[config.mk]
export PLATFORM = sky130hd
export DESIGN_NAME = timer_count_reg
export DESIGN_NICKNAME = d
export VERILOG_FILES = /design/src/rtl/timer_count_reg.sv
export SDC_FILE = /design/constraint.sdc
export NUM_CORES = 1
export LEC_CHECK = 0
export CAP_MARGIN = 30
export CORE_MARGIN = 2
export CORE_UTILIZATION = 39
export DETAILED_ROUTE_END_ITERATION = 10
export PLACE_DENSITY = 0.75
export SETUP_SLACK_MARGIN = 0.4
export SLEW_MARGIN = 15
export SYNTH_ARGS = -nofsm -noshare
export SYNTH_HDL_FRONTEND = slang
export SYNTH_SLANG_ARGS = --single-unit
[constraint.sdc]
create_clock -name clk -period 1.9 [get_ports clk]
set_clock_uncertainty 0.2 [all_clocks]
set_input_delay 0.38 -clock clk [delete_from_list [all_inputs] [get_ports clk]]
set_output_delay 0.38 -clock clk [all_outputs]
set_load 0.01 [all_outputs]
[src/rtl/timer_count_reg.sv]
`default_nettype none
// ============================================================================
// Module      : timer_count_reg
// Description : 8-bit stopwatch/timer count register with a small run-control
//               FSM. Up counting takes its next value from an external
//               incrementor (inc_result), and down counting decrements
//               internally. Optional macro TIMER_LIMIT_EN adds an up-count
//               terminal value LIMIT.
// Revision    : 1.0 - initial release
// ============================================================================
module timer_count_reg #(
    parameter logic [7:0] LIMIT = 8'd59
) (
    input  logic       clk,
    input  logic       rst,
    input  logic       tick,
    input  logic       start,
    input  logic       stop,
    input  logic       clear,
    input  logic       load,
    input  logic [7:0] load_val,
    input  logic       mode,
    input  logic [7:0] inc_result,
    output logic [7:0] count,
    output logic [1:0] state,
    output logic       mode_q,
    output logic       done,
    output logic       wrap
);

    typedef enum logic [1:0] {
        ST_IDLE  = 2'd0,
        ST_RUN   = 2'd1,
        ST_PAUSE = 2'd2,
        ST_DONE  = 2'd3
    } state_t;

    state_t     r_state;
    state_t     w_state_nxt;
    logic [7:0] r_count;
    logic [7:0] w_count_nxt;
    logic       r_mode_q;
    logic       w_mode_nxt;
    logic       r_done;
    logic       w_done_nxt;
    logic       r_wrap;
    logic       w_wrap_nxt;
    logic       w_up_limit_hit;

`ifdef TIMER_LIMIT_EN
    // Terminal value reached: roll to zero instead of taking the incrementor.
    assign w_up_limit_hit = (r_count == LIMIT);
`else
    // Without a limit the count only rolls over naturally at 255.
    logic w_unused_limit;
    assign w_unused_limit = ^LIMIT;
    assign w_up_limit_hit = 1'b0;
`endif

    // State registers; reset overrides every other input including a tick.
    always_ff @(posedge clk) begin
        if (rst) begin
            r_state  <= ST_IDLE;
            r_count  <= 8'd0;
            r_mode_q <= 1'b0;
            r_done   <= 1'b0;
            r_wrap   <= 1'b0;
        end else begin
            r_state  <= w_state_nxt;
            r_count  <= w_count_nxt;
            r_mode_q <= w_mode_nxt;
            r_done   <= w_done_nxt;
            r_wrap   <= w_wrap_nxt;
        end
    end

    // Next-state decode in priority order clear > load > stop > start > tick.
    // An asserted input that is ignored in the current state still masks
    // every lower-priority input for that cycle.
    always_comb begin
        w_state_nxt = r_state;
        w_count_nxt = r_count;
        w_mode_nxt  = r_mode_q;
        w_done_nxt  = 1'b0;
        w_wrap_nxt  = 1'b0;
        if (clear) begin
            w_count_nxt = 8'd0;
            w_state_nxt = ST_IDLE;
        end else if (load) begin
            if (r_state != ST_RUN) begin
                w_count_nxt = load_val;
                w_state_nxt = ST_IDLE;
            end
        end else if (stop) begin
            if (r_state == ST_RUN) begin
                w_state_nxt = ST_PAUSE;
            end
        end else if (start) begin
            if ((r_state == ST_IDLE) || (r_state == ST_PAUSE)) begin
                w_mode_nxt = mode;
                if (mode && (r_count == 8'd0)) begin
                    // Nothing left to count down: expire immediately.
                    w_state_nxt = ST_DONE;
                    w_done_nxt  = 1'b1;
                end else begin
                    w_state_nxt = ST_RUN;
                end
            end
        end else if (tick && (r_state == ST_RUN)) begin
            if (!r_mode_q) begin
                if (w_up_limit_hit) begin
                    w_count_nxt = 8'd0;
                    w_wrap_nxt  = 1'b1;
                end else begin
                    w_count_nxt = inc_result;
                    w_wrap_nxt  = (r_count == 8'hFF);
                end
            end else if (r_count <= 8'd1) begin
                w_count_nxt = 8'd0;
                w_state_nxt = ST_DONE;
                w_done_nxt  = 1'b1;
            end else begin
                w_count_nxt = r_count - 8'd1;
            end
        end
    end

    assign count  = r_count;
    assign state  = r_state;
    assign mode_q = r_mode_q;
    assign done   = r_done;
    assign wrap   = r_wrap;

endmodule
`default_nettype wire

==> flow_summary.toml, run 1 <==
[global_route]
grt_overflow_total = 0
grtUsageMet1_pct = 29.01
track_usage_pct = 25.77
met3_usage_pct = 6.111
top_usage_layer = "met2"
use_met2_pct = 46.54
grt_max_degree = 20
grt_first_pass_wirelength_um = 5244
antenna_found_initial = 0
grt_pass1_vias = 1178

[setup_path]
critPathArrivalTime_ns = 1.81
end_kind = "flop"
reg2reg_from = "count[1]"
timing.reg2reg.setup_slack_ns = 0.10
rr_worst_depth = 5
worst-path-max-fanout = 4
worst_path_largest_cell_delay_ns = 0.58
critPathKind = "reg2reg"
start_kind = "flop"
required_ns = 1.92
r2r_end = "count[7]"
crit_slowest_cell = "or4_4"
crit_chain = "or4_4, nor4_4, xor2_1, o2111ai_1, a21oi_1"

[layout]
syn2layout_area_growth_pct = 74.09
diodes = 0
utilization_pct = 69.78
layout-drive-gt1-share_pct = 37.04
final_nets = 218
postLayoutCellArea_mm2 = 0.001682

[synthesis]
synth-compound-area-share_pct = 29.92
async_flop_share_pct = 0
synth_edf_count = 0
synth_top_family_by_area = "compound AO/OA/AOI/OAI gates"
synth_top_flop_cell = "dfxtp_1"
synth_xor_area_share_pct = 2.720
synth.distinct_cells = 42
synthAdderAreaFrac_pct = 5.181
syn-num-nets = 156
muxShareOfSynthArea_pct = 2.073
ys_seq_area_share_pct = 26.94
netlist_instances = 128
yosys.area_share.simple_pct = 27.85
syn_avg_cell_area_um2 = 7.546
synth_seq_cells = 13
syn_area_um2 = 965.9
ys_warn_count = 0

[timing]
slew_viol_final = 0
fin_crit_ns = 1.796
min_period_over_period_pct = 94.53
tightest_slew_ns = 0.3138
rsz0062_at_grt = "true"
hold_violations = 0
setup_viol = 0
fmax_ghz = 0.5568
max_slew_margin_pct = 79.00

[flow_run]
maxCapViolCount = 0

[routing]
vias = 1270
detail-route-antenna-nets = 0
vias_per_cell = 5.799
first_pass_iters = 5
drt_iter0_drc = 26
drc = 0
avgRoutedWirePerCell_um = 16.05
totalWireLength_um = 3514

[placed_design]
io_buffers = 36
routabilityCongestion = 0.9649
dp_hpwl_um = 2472
place_area_mm2 = 0.001518

[clock_network]
cts_root_buf = "clkbuf_4"
numCtsBuffers = 3
htreeDepth = 1
tritoncts = "done"
holdBufCountCts = 0
cts.clk_slew.worst_paths_ns = 0.08
clockBufferDepth = 2
cts.sinks = 13
insertion_delay_ns = 0.29

[min_path]
hold_depth = 2
hold_path_end = "count[2]"
hp-start = "count[2]"
hold_path_class = "reg2reg"

[power]
p_comb_share_pct = 37.8
clkPwrFrac_pct = 23.9
seqPwrFrac_pct = 38.3
cellInternalPower_uw = 508.6
switching_share_pct = 32.99
p_leak_nw = 0.7024
powerDensity_mw_per_mm2 = 451.4
switchingPower_uw = 250.4
ir_worst_vdd_uv = 354.3

[die]
dieArea_mm2 = 0.002891
initial_core_util_pct = 40.08
num_rows = 18
dieWidth_um = 53.77
core_mm2 = 0.002410
fp.dieH_um = 53.77
io_pins = 37

[run_status]
status = "finished clean"
per-stage QoR:
step	worst slack (ns)	cells	setup TNS [ns]	total power, mW	hold slack (ns)
after floorplan	0.2032	128	0	0.4257	0.2524
after global placement	-0.2677	207	-1.747	0.5461	0.2906
after detailed placement	-0.2319	207	-1.901	0.5505	0.2881
after CTS	0.09118	217	0	0.7523	0.3128
after global routing	0.03640	219	0	0.7941	0.3468
final	0.1040	219	0	0.7590	0.3167
cells by family after synthesis:
logic type               Yosys count
AND/OR/NAND/NOR                   51
AO/OA/AOI/OAI                     44
flip-flops                        13
buffers and inverters             11
adder cells (fa/ha/maj)            4
XOR/XNOR                           3
multiplexers                       2
worst max-delay path: cells and delay by family, from the launching register on:
kind            cells  cell delay (ns)
simple gates        2             0.74
flops               1             0.37
xor+xnor            1             0.17
compound gates      2             0.25
cell usage in the layout (no fill, tap or decap), types with 3 or more instances in the layout:
cell type and n:
nand2_1 14, a21oi_1 11, o21ai_1 4, buf_6 3
o21ai_0 8, clkbuf_4 3, dfxtp_1 4, clkbuf_2 5
dlygate4sd2_1 5, a32o_1 3, buf_2 3, clkdlybuf4s50_1 19
nor2_1 12, nand3_1 4, dfxtp_4 7, inv_1 4
buf_4 24
state kept, by name (all words and copies together), names as in the netlist:
name    count
count       8
done        1
mode_q      1
state       2
wrap        1
worst max path at each step:
| stage | start | to | slack (ns) | cells past startpoint |
|---|---|---|---|---|
| finish | count[1] | count[7] | 0.10 | 5 |
| global route | count[1] | count[7] | 0.04 | 5 |
| CTS | count[6] | count[6] | 0.09 | 1 |
| detailed placement | load | count[0] | -0.23 | 6 |
| global placement | load | count[0] | -0.27 | 6 |
| floorplan | count[1] | count[7] | 0.20 | 5 |
Yosys cell counts (2+ instances only):
library cell / number / share of area (%)
o21ai_0: 9 / 4.7
o2111ai_1: 2 / 1.8
nand2_1: 15 / 5.8
xor2_1: 2 / 1.8
nor2b_1: 2 / 1.3
nor2_1: 13 / 5.1
nand3_1: 5 / 2.6
a32o_1: 3 / 3.1
o21ai_1: 4 / 2.1
buf_2: 2 / 1.0
a21oi_1: 12 / 6.2
nor3_1: 4 / 2.1
and3_1: 2 / 1.3
clkbuf_1: 2 / 0.78
nand4_1: 2 / 1.3
mux2i_1: 2 / 2.1
ha_1: 4 / 5.2
dfxtp_1: 13 / 27
inv_1: 6 / 2.3
nor4_1: 2 / 1.3
final cells by class:
type	count	area [µm²]
inverter	6	25.02
fill	201	728.2
tap	30	37.54
timing repair buffer	62	521.8
sequential	13	289.0
multi-input combinational	104	782.0
clock buffer	4	26.28
what timing repair did:
item	CTS	global route
endpoints found under the setup margin	26	25
buffers inserted	6	2
pin swaps	2	6
gates resized for setup	49	27
layer usage:
layer	routed length [µm]	up-vias
li1	-	602
met4	73	0
met5	0	-
met1	1424	595
met2	1777	62
met3	239	11
power by group through the flow:
stage / clock network (mW) / registers, mW / logic [mW]
after CTS: 0.186 / 0.293 / 0.273
after global routing: 0.196 / 0.292 / 0.306
after floorplan: 0 / 0.305 / 0.121
after detailed placement: 0 / 0.302 / 0.249
after global placement: 0 / 0.301 / 0.245
final: 0.181 / 0.291 / 0.287
No activity file was read; power rests on OpenSTA's default activity.
==> run 2: changes to the inputs <==
==> constraint.sdc (replaced) <==
create_clock -name clk -period 1.9 [get_ports clk]
set_clock_uncertainty 0.2 [all_clocks]
set_input_delay 0.475 -clock clk [delete_from_list [all_inputs] [get_ports clk]]
set_output_delay 0.475 -clock clk [all_outputs]
set_load 0.01 [all_outputs]
==> run 2 against run 1 <==
  * Via count increased by 7.1%
  * Non-clock buffer count increased by 21
  * Total power increased by 7.6%
  * Register-to-register slack got worse by 0.03 ns
  * Worst hold slack improved by 0.0025 ns
  * Sequential power decreased by 1%
  * Global-route usage increased by 3.6 points
  * Design area increased by 11%
  * First-iteration DRC count increased by 58%
  * Fmax decreased by 1.6%
  * Critical path depth unchanged
  * Core utilization increased by 7.8 points
==> flow_summary.toml, run 2 (synthesized netlist as in run 1, its figures left out) <==
[clock_network]
htreeDepth = 1
numCtsBuffers = 3
cts.clk_slew.worst_paths_ns = 0.09
cts.sinks = 13
insertion_delay_ns = 0.29
clockBufferDepth = 2
cts_root_buf = "clkbuf_4"
tritoncts = "done"

[setup_path]
critPathKind = "reg2reg"
timing.reg2reg.setup_slack_ns = 0.08
end_kind = "flop"
critPathArrivalTime_ns = 1.84
required_ns = 1.92
start_kind = "flop"
worst-path-max-fanout = 3

[min_path]
hold_path_class = "in2reg"

[layout]
final_cell_mix = "40 x buf_4, 17 x clkdlybuf4s50_1, 13 x nand2_1"
largest_register_ffs = 8
final_nets = 239
syn2layout_area_growth_pct = 93.52
layout-drive-gt1-share_pct = 50.00
diodes = 0
final_common_cell = "buf_4"
fill_cells = 166

[routing]
first_pass_iters = 4
vias_per_cell = 5.667
drt_iter0_drc = 41
drc = 0
avgRoutedWirePerCell_um = 16.67
detail-route-antenna-nets = 0
vias = 1360
totalWireLength_um = 4001

[die]
io_pins = 37
dieArea_mm2 = 0.002891
fp.dieH_um = 53.77
initial_core_util_pct = 40.08
dieWidth_um = 53.77
core_mm2 = 0.002410
num_rows = 18

[global_route]
grt_overflow_total = 0
grt_first_pass_wirelength_um = 6106
antenna_found_initial = 0
grt_max_degree = 10
grt_pass1_vias = 1383
track_usage_pct = 29.39

[timing]
hold_slack_ns = 0.3193
tightest_slew_ns = 0.3240
max_slew_margin_pct = 77.94
slew_viol_final = 0
tns_ns = 0
fmax_ghz = 0.5480
min_period_over_period_pct = 96.04
fin_crit_ns = 1.825
setup_viol = 0
rsz0062_at_grt = "true"
hold_violations = 0

[placed_design]
routabilityCongestion = 0.8998
io_buffers = 36
dp_hpwl_um = 2564

[power]
ir_worst_vdd_uv = 315.9
p_leak_nw = 0.7995
powerDensity_mw_per_mm2 = 436.8

[flow_run]
maxCapViolCount = 0

[run_status]
status = "finished clean"
[run 2: cell types whose count changed in the layout (fill, tap and decap cells not counted), sizes merged]
cell,before,now
buf,30,61
clkbuf,9,6
dlygate4sd2,5,2
clkdlybuf4s50,19,17
clkdlybuf4s15,2,1
clkinvlp,0,1
dlymetal6s2s,1,0
inv,6,5
[run 2: area by class of cell]
cell class | count | area, µm² | share of cell area, %
sequential | 13 | 289.0 | 15.46
timing repair buffer | 83 | 688.2 | 36.81
multi-input combinational | 104 | 794.5 | 42.50
tap | 30 | 37.54 | 2.008
clock buffer | 4 | 26.28 | 1.406
inverter | 6 | 33.78 | 1.807
[run 2: stage by stage]
stage / util (%) / power [mW] / std cells / area (µm²) / setup slack (ns)
6_report: 77.57 / 0.8165 / 240 / 1869 / 0.07529
3_3_place_gp: 67.50 / 0.5677 / 219 / 1627 / -0.4888
4_1_cts: 76.12 / 0.7913 / 238 / 1834 / 0.1324
2_1_floorplan: - / 0.4288 / 128 / 1032 / 0.2038
5_1_grt: 77.57 / 0.8533 / 240 / 1869 / -0.07654
3_5_place_dp: 67.50 / 0.5712 / 219 / 1627 / -0.4798
[run 2: layer usage]
layer / routed length (µm) / share of wire, % / vias up / track usage (%)
li1: - / - / 642 / -
met1: 1543 / 39 / 646 / 32.49
met2: 2108 / 53 / 58 / 52.03
met3: 257 / 6.4 / 14 / 6.389
met4: 93 / 2.3 / 0 / 15.38
met5: 0 / 0 / - / 0
[run 2: worst max-delay path: stages, from the launching register on]
cell and delay (ns):
dfxtp_4 0.35, or4_4 0.57, nor3_2 0.15, nand3_1 0.11, a31o_1 0.24, a21oi_1 0.13
[run 2: path summary, 6_finish.rpt]
| check | from | endpoint | cells after the start |
|---|---|---|---|
| worst min-delay path | rst | mode_q | 2 |
| worst min register to register | count[3] | count[3] | 1 |
| worst max-delay path | count[2] | count[5] | 5 |
| worst max register to register | count[2] | count[5] | 5 |
[run 2: repair_timing]
item | in CTS | in global routing
hold buffers | 0 | 0
setup buffers | 15 | 2
endpoints found under the setup margin | 26 | 20
pin swaps | 12 | 3
hold endpoints to repair | 0 | 0
resized for setup | 100 | 14
[run 2: power breakdown]
part           internal, mW  switching [mW]  total (mW)
logic                 0.183           0.156       0.339
clock network        0.0816           0.109       0.191
registers             0.277         0.00993       0.287
total                 0.541           0.275       0.817
